--- src/rtl/riscv_pkg.sv ---
// Shared RV32I definitions: result-select and ALU codes plus default datapath widths.
package riscv_pkg;

  localparam int XLEN_DEF   = 32;
  localparam int REG_AW_DEF = 5;

  typedef enum logic [1:0] {
    RES_ALU = 2'b00,
    RES_MEM = 2'b01,
    RES_PC4 = 2'b10,
    RES_IMM = 2'b11
  } result_src_e;

  typedef enum logic [2:0] {
    ALU_AND = 3'b000,
    ALU_OR  = 3'b001,
    ALU_ADD = 3'b010,
    ALU_XOR = 3'b011,
    ALU_SLT = 3'b100,
    ALU_SUB = 3'b110
  } alu_ctrl_e;

  // A load is the only producer whose result is not ready for forwarding out of execute.
  function automatic logic is_load(input logic [1:0] result_src);
    return result_src == RES_MEM;
  endfunction

endpackage

--- src/rtl/hazard_unit.sv ---
// Combinational load-use detection and redirect handling for the ID/EX boundary.
module hazard_unit
  import riscv_pkg::*;
#(
  parameter int REG_AW = REG_AW_DEF
) (
  input  logic              ValidE,
  input  logic [1:0]        ResultSrcE,
  input  logic [REG_AW-1:0] RdE,
  input  logic [REG_AW-1:0] Rs1D,
  input  logic [REG_AW-1:0] Rs2D,
  input  logic              PCSrcE,
  output logic              StallF,
  output logic              StallD,
  output logic              FlushD,
  output logic              bubble_o
);

  logic lu;

  // Both source fields are compared for every opcode; x0 never creates a dependency.
  assign lu = ValidE & is_load(ResultSrcE) & (RdE != '0) &
              ((RdE == Rs1D) | (RdE == Rs2D));

  // A redirect wins over a load-use stall: the dependent instruction is wrong-path anyway.
  assign StallF   = lu & ~PCSrcE;
  assign StallD   = lu & ~PCSrcE;
  assign FlushD   = PCSrcE;
  assign bubble_o = lu | PCSrcE;

endmodule

--- src/rtl/id_ex_stage.sv ---
// Decode-to-execute pipeline register with load-use bubbling and redirect squashing.
// Define HAZARD_STATS_EN to add saturating stall/flush counters (CNT_W wide).
module id_ex_stage
  import riscv_pkg::*;
#(
  parameter int XLEN   = XLEN_DEF,
  parameter int REG_AW = REG_AW_DEF
`ifdef HAZARD_STATS_EN
  ,parameter int CNT_W = 16
`endif
) (
  input  logic              clk,
  input  logic              rst,
  input  logic              RegWriteD,
  input  logic              MemWriteD,
  input  logic              ALUSrcD,
  input  logic              JumpD,
  input  logic              BranchD,
  input  logic              JalrD,
  input  logic [1:0]        ResultSrcD,
  input  logic [2:0]        ALUControlD,
  input  logic [XLEN-1:0]   RD1D,
  input  logic [XLEN-1:0]   RD2D,
  input  logic [XLEN-1:0]   ImmExtD,
  input  logic [XLEN-1:0]   PCD,
  input  logic [XLEN-1:0]   PCPlus4D,
  input  logic [REG_AW-1:0] Rs1D,
  input  logic [REG_AW-1:0] Rs2D,
  input  logic [REG_AW-1:0] RdD,
  input  logic              PCSrcE,
  output logic              RegWriteE,
  output logic              MemWriteE,
  output logic              ALUSrcE,
  output logic              JumpE,
  output logic              BranchE,
  output logic              JalrE,
  output logic [1:0]        ResultSrcE,
  output logic [2:0]        ALUControlE,
  output logic [XLEN-1:0]   RD1E,
  output logic [XLEN-1:0]   RD2E,
  output logic [XLEN-1:0]   ImmExtE,
  output logic [XLEN-1:0]   PCE,
  output logic [XLEN-1:0]   PCPlus4E,
  output logic [REG_AW-1:0] Rs1E,
  output logic [REG_AW-1:0] Rs2E,
  output logic [REG_AW-1:0] RdE,
  output logic              ValidE,
  output logic              StallF,
  output logic              StallD,
  output logic              FlushD
`ifdef HAZARD_STATS_EN
  ,output logic [CNT_W-1:0] stall_cnt
  ,output logic [CNT_W-1:0] flush_cnt
`endif
);

  localparam int EW = 1 + 6 + 2 + 3 + 5 * XLEN + 3 * REG_AW;

  logic          bubble;
  logic [EW-1:0] ex_d;
  logic [EW-1:0] ex_q;

  hazard_unit #(
    .REG_AW(REG_AW)
  ) u_hazard (
    .ValidE    (ValidE),
    .ResultSrcE(ResultSrcE),
    .RdE       (RdE),
    .Rs1D      (Rs1D),
    .Rs2D      (Rs2D),
    .PCSrcE    (PCSrcE),
    .StallF    (StallF),
    .StallD    (StallD),
    .FlushD    (FlushD),
    .bubble_o  (bubble)
  );

  // A bubble is an all-zero word, so ValidE and every control bit drop together.
  assign ex_d = bubble ? '0 :
                {1'b1, RegWriteD, MemWriteD, ALUSrcD, JumpD, BranchD, JalrD,
                 ResultSrcD, ALUControlD, RD1D, RD2D, ImmExtD, PCD, PCPlus4D,
                 Rs1D, Rs2D, RdD};

  always_ff @(posedge clk or posedge rst) begin
    if (rst) ex_q <= '0;
    else     ex_q <= ex_d;
  end

  assign {ValidE, RegWriteE, MemWriteE, ALUSrcE, JumpE, BranchE, JalrE,
          ResultSrcE, ALUControlE, RD1E, RD2E, ImmExtE, PCE, PCPlus4E,
          Rs1E, Rs2E, RdE} = ex_q;

`ifdef HAZARD_STATS_EN
  logic [CNT_W-1:0] stall_cnt_q;
  logic [CNT_W-1:0] flush_cnt_q;

  // Counters stick at all-ones instead of wrapping so long runs still read as "many".
  always_ff @(posedge clk or posedge rst) begin
    if (rst) begin
      stall_cnt_q <= '0;
      flush_cnt_q <= '0;
    end else begin
      if (StallD && (stall_cnt_q != '1)) stall_cnt_q <= stall_cnt_q + 1'b1;
      if (PCSrcE && (flush_cnt_q != '1)) flush_cnt_q <= flush_cnt_q + 1'b1;
    end
  end

  assign stall_cnt = stall_cnt_q;
  assign flush_cnt = flush_cnt_q;
`endif

endmodule
--- config.mk ---
export PLATFORM = sky130hd
export DESIGN_NAME = id_ex_stage
export DESIGN_NICKNAME = d
export VERILOG_FILES = /design/src/rtl/riscv_pkg.sv /design/src/rtl/hazard_unit.sv /design/src/rtl/id_ex_stage.sv
export SDC_FILE = /design/constraint.sdc
export NUM_CORES = 1
export LEC_CHECK = 0
export CORE_AREA = 5 5 145 147
export CTS_CLUSTER_DIAMETER = 200
export CTS_CLUSTER_SIZE = 10
export DETAILED_ROUTE_END_ITERATION = 7
export DIE_AREA = 0 0 150 152
export HOLD_SLACK_MARGIN = 0.05
export PLACE_DENSITY = 0.86
export SKIP_CTS_REPAIR_TIMING = 1
export SLEW_MARGIN = 20
export SYNTH_ARGS = -nofsm -noshare
export SYNTH_HDL_FRONTEND = slang
export SYNTH_SLANG_ARGS = --single-unit
export TNS_END_PERCENT = 50
--- constraint.sdc ---
create_clock -name clk -period 8 [get_ports clk]
set_input_delay 1.6 -clock clk [delete_from_list [all_inputs] [get_ports clk]]
set_output_delay 1.6 -clock clk [all_outputs]
set_load 0.005 [all_outputs]
After elaboration in Yosys (flattened, before gate mapping)
Cells that the tools add are included.
{ "word_totals": {"ff_bits": 187, "latchBits": 0, "ramBits": 0, "mem_bits_ro": 0, "input_bits": 189, "output_inout_bits": 190, "elab_cells": 13, "memories": 0} }
{ "classes": {"n_addsub": 0, "multipliers": 0, "div_mod_pow": 0, "order_cmp": 0, "n_eq_ne": 3, "shift": 0, "muxes": 1, "n_bitwise": 7, "n_reduce_logical": 1} }
{ "ops": {"columns": ["op", "count"], "rows": [
  ["$mux 187", 1],
  ["$eq 5x5->1", 2],
  ["$reduce_bool 5->1", 1],
  ["$and 1x1->1", 4],
  ["$eq 2x1->1 const B", 1],
  ["$or 1x1->1", 2],
  ["$not 1->1", 1]
]} }

Depth between registers and ports, before layout
{ "depth": {"ltp_word": 6, "ltp_mapped": 6, "depth_no_buf": 4} }

Modules after synthesis
Synthesis repeated with hierarchy kept, for this count alone.
{ "hier_totals": {"cells_unflattened": 418, "area_unflattened_um2": 6117.1} }
{ "by_module_without_submodules": {"columns": ["mod", "n_inst", "cells_per_inst", "area_per_inst_um2", "seq_area_each_um2"], "rows": [
  ["id_ex_stage", 1, 395, 5953.2, 4679.5],
  ["hazard_unit", 1, 23, 163.9, 0.0]
]} }

Least setup slack after synthesis
Ideal clock, no wire load.
{ "synth_path": {"kind": "input port to output port", "start": "in Rs1D[4]", "end": "out StallF", "arrival_time_ns": 2.560, "t_required_ns": 6.400, "path_slack_ns": 3.840, "stages": 6, "path_buffers": 2, "path_cell_list": "xnor2_1 > nand3_1 > o22ai_2 > buf_4 > and3b_1 > buf_4"} }
{ "synth_between": {"elab_chain_cells": 4} }
{ "synth_rtl": {"columns": ["item", "line", "source"], "rows": [
  ["from (decl)", "id_ex_stage.sv:27", "input logic [REG_AW-1:0] Rs1D,"],
  ["$eq 5x5->1", "hazard_unit.sv:23", "((RdE == Rs1D) | (RdE == Rs2D));"],
  ["$or 1x1->1", "hazard_unit.sv:23", null],
  ["$and 1x1->1", "hazard_unit.sv:22", "assign lu = ValidE & is_load(ResultSrcE) & (RdE != '0) &"],
  ["$and 1x1->1", null, null],
  ["to (decl)", "id_ex_stage.sv:48", "output logic StallF,"]
]} }
Every way passes these cells.

Worst setup path in the final report
{ "layout_path": {"start": "in Rs1D[1]", "end": "out StallD"} }
{ "layout_between": {"elab_chain_cells": 4} }
{ "layout_rtl": {"columns": ["item", "line", "source"], "rows": [
  ["$eq 5x5->1", "hazard_unit.sv:23", null],
  ["$or 1x1->1", "hazard_unit.sv:23", null],
  ["$and 1x1->1", "hazard_unit.sv:22", null],
  ["$and 1x1->1", "hazard_unit.sv:27", "assign StallD = lu & ~PCSrcE;"],
  ["to (decl)", "id_ex_stage.sv:49", "output logic StallD,"]
]} }
Every way passes these cells.

==> run metrics <==
status=complete, no violations; Die Area=22800 um^2; vias in the first global route=5942; most frequent CP cell=clkdlybuf4s50_1; count of pins over their slew limit=0; Mapped Cells=644; met2 WL=11410 um; worst rel slew slack=~31%; CTS tree=done; Storage cell area=4679 um^2; Critical Path Source=Rs1D[1]; period utilization=61.53%; Root Driver=clkbuf_16; ANT nets after route=0; Multi-input gate area=2266 um^2; hpwl dp=15270 um; largest reg by FF count=ex_q; share of layout cells above drive strength 1=just over 4%; WP data arrival=3.32 ns; met3 wire length=about 2000 um; CORE AREA=19780 um^2; via count=5880; # diodes=0; ys flop type=dfrtp_1; htree depth=4; Placed Instance Area=between 10000 and 15000 um^2; Post-Layout Inst Area=11700 um^2; pwr dens=185.1 nW/um^2; Die W=approximately 150 um; fin cells=between 1000 and 1500; Util after Layout=59.17%; met1 WL=between 7000 and 8000 um; biggest registers after layout=ex_q (187); Final setup violation count=0; Crit Path Max Fanout=2; # DRC=0; number of flops mapped to enable cells by yosys=0; num ports=379; CP Data Required Time=6.40 ns; GR Util All Layers=a little under a fifth; clk_skew=roughly 0.020 ns; initial antenna violation count=1; die height=152 um; DR iter-0 viols=252; post-synth top area cell=dfrtp_1; Cell Area, Synth=7214 um^2; sequential share of the synthesized area=64.86%; syn avg cell area=between 10 and 15 um^2; Clock transition at path regs=0.07 ns; synth warn=0; Synth top cells by count=187 x a21oi_1, 187 x dfrtp_1, 186 x nand2b_1; vias per cell=4.645; first-pass GRT wire length=~34000 um; clock sinks=187; pin count of the biggest net entering global routing=around 190; Fillers=1668; final setup TNS=0 ns; Worst IR Drop VDD=0.0001479 V; Layout area overhead=62.21%; CP peak stage delay=0.52 ns; Final WS setup=3.078 ns; top cells by area, synth=dfrtp_1 65%, nand2b_1 16%, a21oi_1 13%; Leakage=5.037 nW; FMAX=just over 200 MHz; Overall Power=2.166 mW; Top Metal Used=met5; CP Class=in -> out; GP Congestion=0.8401; Final nets=1172; Seq cells post-synth=187; max-cap violation count=0; Worst-Skew Late Latency=0.42 ns; type of the tightest min-delay check=reg -> reg; RSZ-0062 raised after global routing=false; Routed WL=22040 um; ys async rst share=100.0%; max FFs per register=187; minimum clock period=just under 5 ns; worst-margin pin slew=1.037 ns; CTS max path bufs=2; worst hold slack=1.098 ns; PortBufs=around 380; FP Rows=52; slowest stage cell, crit path=clkdlybuf4s50_1; total gr overflow=0; Worst Min Path Start=ex_q[179]; post-synth cell types=17; WL/cell=between 15 and 20 um; critical-path cell list=clkdlybuf4s50_1 -> xnor2_1 -> nand3_1 -> o22ai_4 -> and3b_1 -> clkdlybuf4s50_1; CP Capture Type=output port; TritonCTS Buffers=17; number of detailed-route iterations in the first pass=4; Initial Util=36.48%; DP Cell Count=1234; beginning of the worst register-to-register path=ex_q[1]; Final Hold Fails=0; pre-CTS setup slack=3.100 ns; Synth top area share=64.86%; nature of the critical path startpoint=input port; Mapped Nets=833
-- worst max-delay path: cells and delay by family --
family                    cells  cell delay, ns
and+or+nand+nor               2            0.35
xor gates and xnor gates      1            0.14
buffers and inverters         2            1.04
AOI/OAI and AO/OA             1            0.19
-- layout make-up --
cell class,instances,share of cell area (%)
flip-flops and latches,187,39.99
repair buffers,383,32.74
multi-input cells,393,19.36
clock buffers,19,3.870
well taps,270,2.887
clock inverters,13,1.058
inverters,1,0.09623
-- cells by family after synthesis --
family                    synth area share [%]
and+or+nand+nor                          16.72
AOI/OAI and AO/OA                        13.27
DFF                                      64.86
buffers and inverters                    3.937
xor gates and xnor gates                 1.214
-- path summary, 6_finish.rpt --
path	to	slack (ns)	cells after the start
setup reg to reg	ex_q[110]	4.79	6
hold reg to reg	ex_q[178]	1.10	4
hold / removal	ex_q[178]	1.10	4
max in group asynchronous	ex_q[106]	4.87	3
min in group asynchronous	ex_q[8]	1.73	2
setup / recovery	StallD	3.08	6
-- layout by cell type (no fill, tap or decap), drive strengths merged --
| cell | Yosys | routed |
|---|---|---|
| clkinv | 0 | 4 |
| and3b | 1 | 1 |
| o22ai | 1 | 1 |
| nor3 | 1 | 1 |
| nand3b | 1 | 1 |
| clkbuf | 35 | 19 |
| xnor2 | 10 | 10 |
| dfrtp | 187 | 187 |
| clkdlybuf4s50 | 0 | 377 |
| nor2 | 1 | 1 |
| buf | 28 | 6 |
| inv | 1 | 9 |
| nand3 | 2 | 2 |
| clkinvlp | 0 | 1 |
| nand2 | 2 | 2 |
| nand2b | 186 | 186 |
| a21oi | 188 | 188 |
-- metal layers --
layer  track usage (%)  vias up
met2             33.41      258
met1             21.77     2815
met4             6.623        2
met5                 0        -
li1                  -     2767
met3             5.987       38
-- report_power, final --
group | switching, mW | internal, mW | total (mW) | leakage [nW]
Clock | 0.388 | 0.430 | 0.818 | 0.284
Sequential | 0.0161 | 0.994 | 1.01 | 2.41
Combinational | 0.134 | 0.205 | 0.339 | 2.34
Total | 0.538 | 1.63 | 2.17 | 5.04
No activity file was read; power rests on OpenSTA's default activity.
